<file path="config.mk">
export PLATFORM = sky130hd
export DESIGN_NAME = seq_calc_core
export DESIGN_NICKNAME = d
export VERILOG_FILES = /design/src/rtl/seq_calc_pkg.sv /design/src/rtl/seq_calc_muldiv.sv /design/src/rtl/seq_calc_core.sv
export SDC_FILE = /design/constraint.sdc
export NUM_CORES = 1
export LEC_CHECK = 0
export ABC_CLOCK_PERIOD_IN_PS = 2800
export CAP_MARGIN = 20
export CORE_MARGIN = 5
export CORE_UTILIZATION = 54
export DETAILED_ROUTE_END_ITERATION = 16
export MAX_ROUTING_LAYER = met4
export PLACE_DENSITY = 0.78
export SLEW_MARGIN = 20
export SYNTH_ARGS = -nofsm -noshare
export SYNTH_HDL_FRONTEND = slang
export SYNTH_SLANG_ARGS = --single-unit
export TNS_END_PERCENT = 10
</file>
<file path="constraint.sdc">
create_clock -name clk -period 2.8 [get_ports clk]
set_input_delay 0.7 -clock clk [delete_from_list [all_inputs] [get_ports clk]]
set_output_delay 0.7 -clock clk [all_outputs]
set_load 0.02 [all_outputs]
</file>
<file path="src/rtl/seq_calc_pkg.sv">
// Shared definitions for the sequential calculator core: op encoding and FSM states.
package seq_calc_pkg;

  localparam logic [2:0] OP_ADD = 3'd0;
  localparam logic [2:0] OP_SUB = 3'd1;
  localparam logic [2:0] OP_MUL = 3'd2;
  localparam logic [2:0] OP_DIV = 3'd3;
  localparam logic [2:0] OP_AND = 3'd4;
  localparam logic [2:0] OP_OR  = 3'd5;
  localparam logic [2:0] OP_XOR = 3'd6;

  typedef enum logic [1:0] {
    IDLE = 2'd0,
    RUN  = 2'd1,
    DONE = 2'd2
  } state_t;

endpackage

</file>
<file path="src/rtl/seq_calc_muldiv.sv">
// Iterative unsigned datapath: shift-add multiply or restoring divide, one bit per cycle.
// Both ops share one {hi, lo} register pair, so the result is {hi, lo} in either case.
module seq_calc_muldiv
  import seq_calc_pkg::*;
#(
  parameter int W  = 8,
  parameter int CW = $clog2(W + 1)
) (
  input  logic           clk,
  input  logic           rst_n,
  input  logic           i_start,
  input  logic           i_is_div,
  input  logic [W-1:0]   i_a,
  input  logic [W-1:0]   i_b,
  output logic           o_done,
  output logic [2*W-1:0] o_result
);

  logic [CW-1:0] r_cnt;
  logic          r_is_div;
  logic [W-1:0]  r_hi;
  logic [W-1:0]  r_lo;
  logic [W-1:0]  r_opnd;

  logic [W:0]     w_mul_sum;
  logic [2*W-1:0] w_mul_next;
  logic [W:0]     w_div_sh;
  logic           w_div_ge;
  logic [W-1:0]   w_div_rem;
  logic [2*W-1:0] w_div_next;

  // The partial remainder stays below the divisor, so a W-bit subtract is exact.
  always_comb begin
    w_mul_sum  = {1'b0, r_hi} + (r_lo[0] ? {1'b0, r_opnd} : {(W+1){1'b0}});
    w_mul_next = {w_mul_sum, r_lo[W-1:1]};
    w_div_sh   = {r_hi, r_lo[W-1]};
    w_div_ge   = (w_div_sh >= {1'b0, r_opnd});
    w_div_rem  = w_div_ge ? (w_div_sh[W-1:0] - r_opnd) : w_div_sh[W-1:0];
    w_div_next = {w_div_rem, r_lo[W-2:0], w_div_ge};
  end

  assign o_result = r_is_div ? w_div_next : w_mul_next;
  assign o_done   = (r_cnt == CW'(1));

  always_ff @(posedge clk or negedge rst_n) begin
    if (!rst_n) begin
      r_cnt    <= '0;
      r_is_div <= 1'b0;
      r_hi     <= '0;
      r_lo     <= '0;
      r_opnd   <= '0;
    end else if (i_start) begin
      r_cnt    <= CW'(W);
      r_is_div <= i_is_div;
      r_hi     <= '0;
      r_lo     <= i_is_div ? i_a : i_b;
      r_opnd   <= i_is_div ? i_b : i_a;
    end else if (r_cnt != '0) begin
      r_cnt        <= r_cnt - CW'(1);
      {r_hi, r_lo} <= o_result;
    end
  end

endmodule

</file>
<file path="src/rtl/seq_calc_core.sv">
// Sequential calculator core: command/result handshakes, single-cycle ops, accumulator, flags.
// state | meaning
// IDLE  | waiting for a command, in_ready high
// RUN   | iterative MUL/DIV in progress (W cycles)
// DONE  | result valid, waiting for out_ready
module seq_calc_core
  import seq_calc_pkg::*;
#(
  parameter int W  = 8,
  parameter int CW = $clog2(W + 1)
) (
  input  logic           clk,
  input  logic           rst_n,
  input  logic           in_valid,
  output logic           in_ready,
  input  logic [2:0]     op,
  input  logic [W-1:0]   a,
  input  logic [W-1:0]   b,
  input  logic           use_acc,
  input  logic           acc_clr,
  output logic           out_valid,
  input  logic           out_ready,
  output logic [2*W-1:0] result,
  output logic           flag_zero,
  output logic           flag_carry,
  output logic           flag_dz,
  output logic           busy
);

  state_t         r_state;
  logic [W-1:0]   r_acc;
  logic [2*W-1:0] r_result;
  logic           r_fz;
  logic           r_fc;
  logic           r_fdz;
  logic           r_out_valid;

  logic [W-1:0]   w_a;
  logic [W:0]     w_add;
  logic [W:0]     w_sub;
  logic [2*W-1:0] w_res;
  logic           w_carry;
  logic           w_dz;
  logic           w_long;
  logic           w_start;
  logic           w_md_done;
  logic [2*W-1:0] w_md_result;

  always_comb begin
    w_a     = use_acc ? r_acc : a;
    w_add   = {1'b0, w_a} + {1'b0, b};
    w_sub   = {1'b0, w_a} - {1'b0, b};
    w_res   = '0;
    w_carry = 1'b0;
    w_dz    = 1'b0;
    case (op)
      OP_ADD: begin
        w_res   = {{(W-1){1'b0}}, w_add};
        w_carry = w_add[W];
      end
      OP_SUB: begin
        w_res   = {{W{1'b0}}, w_sub[W-1:0]};
        w_carry = w_sub[W];
      end
      OP_MUL: w_res = '0;
      OP_DIV: begin
        // Only reaches the output when b == 0; otherwise the iterative path runs.
        w_res = {w_a, {W{1'b1}}};
        w_dz  = 1'b1;
      end
      OP_OR:  w_res = {{W{1'b0}}, w_a | b};
      OP_XOR: w_res = {{W{1'b0}}, w_a ^ b};
      default: w_res = {{W{1'b0}}, w_a & b};
    endcase
    w_long  = (op == OP_MUL) || ((op == OP_DIV) && (b != '0));
    w_start = (r_state == IDLE) && in_valid && w_long;
  end

  seq_calc_muldiv #(.W(W), .CW(CW)) u_muldiv (
    .clk      (clk),
    .rst_n    (rst_n),
    .i_start  (w_start),
    .i_is_div (op == OP_DIV),
    .i_a      (w_a),
    .i_b      (b),
    .o_done   (w_md_done),
    .o_result (w_md_result)
  );

  always_ff @(posedge clk or negedge rst_n) begin
    if (!rst_n) begin
      r_state     <= IDLE;
      r_acc       <= '0;
      r_result    <= '0;
      r_fz        <= 1'b0;
      r_fc        <= 1'b0;
      r_fdz       <= 1'b0;
      r_out_valid <= 1'b0;
    end else begin
      case (r_state)
        IDLE: begin
          if (in_valid) begin
            if (w_long) begin
              r_state <= RUN;
            end else begin
              r_state     <= DONE;
              r_result    <= w_res;
              r_fz        <= (w_res == '0);
              r_fc        <= w_carry;
              r_fdz       <= w_dz;
              r_out_valid <= 1'b1;
              r_acc       <= w_res[W-1:0];
            end
          end
        end
        RUN: begin
          if (w_md_done) begin
            r_state     <= DONE;
            r_result    <= w_md_result;
            r_fz        <= (w_md_result == '0);
            r_fc        <= 1'b0;
            r_fdz       <= 1'b0;
            r_out_valid <= 1'b1;
            r_acc       <= w_md_result[W-1:0];
          end
        end
        DONE: begin
          if (out_ready) begin
            r_state     <= IDLE;
            r_out_valid <= 1'b0;
          end
        end
        default: r_state <= IDLE;
      endcase
      // Clear has priority over the DONE-entry accumulator update.
      if (acc_clr) r_acc <= '0;
    end
  end

  assign in_ready   = (r_state == IDLE);
  assign busy       = (r_state != IDLE);
  assign out_valid  = r_out_valid;
  assign result     = r_result;
  assign flag_zero  = r_fz;
  assign flag_carry = r_fc;
  assign flag_dz    = r_fdz;

endmodule

</file>
==> metrics.txt <==
outcome finished with violations; failing checks negative setup slack; clk root buf clkbuf_8; DR iter-0 viols 546; Die Y 109.3 um; Crit Path Max Fanout 5; fin cells around 960; CTS sink count 59; Routed Antenna Nets 0; share of cells above drive strength 1 between 30 and 40%; Syn Inst Count 661; hold slack 0.4116 ns; Worst setup EP type register; largest net degree at the start of global routing 33; RePlAce Congestion about 1.0; initial antenna violation count 0; unrepaired setup endpoints after global routing true; DR vias 5,884; kind of critical path in -> reg; sequential cell area 1478 um^2; Synth warnings 0; DIE WIDTH 109.3 um; Post-Syn Area 5326 um^2; post-synth cell types 79; CTS hold repair buffers 0; clk_lat worst skew between 0.3 and 0.4 ns; Final Hold Fails 0; final-layout fill cell count 705; Initial Util between 50% and 60%; Crit path arrival time 3.05 ns; Yosys top cell area share between 20% and 30%; pwr dens 1156 nW/um^2; DPL Wire Length 13,920 um; DRT Pass-1 Iters 5; Die Footprint 11,950 um^2; I/O pins 47; fin crit period 2.833 ns; core area between 9000 and 10,000 um^2; CTS Buffer Depth 2; fin nets 899; setup ws final -0.03264 ns; I/O Buffers 46; H-tree levels 3; Synth Net Count between 700 and 800; final setup fails 3; MaxCap Viol Count 0; Highest Clock Rate 0.3530 GHz; global-route wire length before repair 28,640 um; FFs w/ async S/R, synth 100.0%; Area growth syn-to-layout 40.12%; placed cell count 925; Fin Clk Skew a little under 0.01 ns; GRT Total Usage 32.18%; Multi-input gate area 3908 um^2; Routed Wire Length 19,150 um; ys flop type dfrtp_1; startpoint types input pin; final worst-path cycle share 101.2%; Seq/Total Area, Yosys 27.72%; CTS tree done; WL per Instance 19.88 um; #FFs+latches synth 59; headroom to the max-slew limit 50.19%; Post-synth EDFFs 0; VDD IR-drop max 0.7090 mV; Area contributors post-synth dfrtp_1 28%, ha_1 11%, nand2_1 6.0%; DRC 0; clock-pin slew on the worst setup and hold paths 0.07 ns; Ant. Diodes 0; R2R depth 11; worst hold-check path type in -> async; vias per cell 6.110; Pins Over Slew Limit 0; gr ovfl total 0; vias in the first global route between 5,000 and 6,000; setup TNS -0.05725 ns; mean post-synth cell area approximately 8.1 um^2; Lkg Pwr 3.401 nW; WP data required between 3 and 4 ns; top cell type by total area after synthesis dfrtp_1; Slew @ Worst Pin ~0.75 ns; CTS Buf Count 9; # rows 36
## cells in the mapped netlist, drive strengths merged, types with 7 or more instances
| master | number |
|---|---|
| a211oi | 19 |
| a21o | 7 |
| a21oi | 40 |
| and2 | 9 |
| buf | 21 |
| clkbuf | 14 |
| dfrtp | 59 |
| ha | 45 |
| inv | 41 |
| mux2i | 21 |
| nand2 | 85 |
| nand2b | 9 |
| nand3 | 12 |
| nor2 | 70 |
| nor2b | 8 |
| nor3 | 25 |
| o211ai | 12 |
| o21ai | 51 |
| o22ai | 8 |
| xnor2 | 10 |
## metal layers
metal | vias to the layer above | routed length (um) | global-route usage (%)
met5 | - | 0 | -
met4 | 0 | 1073 | 17.10
met3 | 84 | 1167 | 5.578
met2 | 290 | 9231 | 52.24
met1 | 2822 | 7674 | 38.33
li1 | 2688 | - | -
## logic make-up (layout without fill, tap and decap cells)
logic type	after synthesis	after routing	synth area share, %
AND/OR/NAND/NOR	241	241	20.93
XOR/XNOR	16	16	2.631
multiplexers	24	24	4.581
adder cells (fa/ha/maj)	49	49	12.07
AO/OA/AOI/OAI	193	193	25.02
buffers and inverters	79	248	7.047
flip-flops	59	59	27.72
## path summary, 6_finish.rpt
path	startpoint	endpoint	slack (ns)
max in group asynchronous	rst_n	flag_carry	1.78
hold reg to reg	result[13]	result[13]	0.49
hold / removal	rst_n	u_muldiv.r_hi[0]	0.41
setup reg to reg	u_muldiv.r_lo[0]	result[15]	0.05
min in group clk	result[13]	result[13]	0.49
setup / recovery	use_acc	r_acc[5]	-0.03
## per-stage QoR
step	utilization, %	instance area (um^2)	worst slack, ns	total power, W
4_1_cts	73.89	7156	-0.02828	0.008165
2_1_floorplan	-	5375	-0.1139	0.005273
5_1_grt	77.07	7463	-0.1387	0.009221
3_3_place_gp	69.42	6723	-0.8208	0.007060
6_report	77.07	7463	-0.03264	0.008628
3_5_place_dp	69.42	6723	-0.9170	0.007207
## cell type report
type                    instances  area share (%)
clock buffers                  11           1.894
inverters                      42           2.196
repair buffers                190           21.14
flip-flops and latches         59           19.80
multi-input cells             523           52.36
clock inverters                 5          0.3856
well taps                     133           2.230
## placed cells by master, fill, tap and decap left out, types with 9 or more instances in the layout
cell type / Yosys / final
buf_4: 3 / 139
nand2_1: 85 / 84
nor2_1: 69 / 66
dfrtp_1: 59 / 58
o21ai_0: 48 / 48
a21oi_1: 40 / 38
inv_1: 41 / 34
clkdlybuf4s50_1: 0 / 34
ha_1: 45 / 33
nor3_1: 24 / 21
mux2i_1: 21 / 16
a211oi_1: 17 / 14
nand3_1: 12 / 12
o211ai_1: 12 / 12
clkbuf_8: 0 / 10
and2_1: 9 / 9
xnor2_1: 10 / 9
## what timing repair did
item,in CTS,in global routing
gates resized for setup,51,49
pin swaps,17,32
endpoints found under the hold margin,0,0
buffers inserted,11,13
endpoints found under the setup margin,20,23
## flip-flops by register name, indices dropped and copies added (netlist names)
register,count
flag_zero,1
flag_carry,1
out_valid,1
r_state,2
u_muldiv.r_is_div,1
r_acc,8
flag_dz,1
u_muldiv.r_opnd,8
u_muldiv.r_lo,8
u_muldiv.r_cnt,4
result,16
u_muldiv.r_hi,8
## where the power goes
part	switching, W	internal, W
clock	0.000369	0.000341
sequential	0.000397	0.00125
combinational	0.00344	0.00283
total	0.00421	0.00442
## worst max-delay path: stages
cell	delay [ns]
buf_12	0.12
buf_4	0.15
mux2i_4	0.21
ha_4	0.33
clkinvlp_4	0.13
buf_4	0.17
o311ai_4	0.07
nor2b_1	0.21
o21bai_1	0.11
a311oi_1	0.28
buf_4	0.16
o21ai_0	0.08
o21ai_1	0.22
a21oi_1	0.10
(Power assumes the default switching activity.)
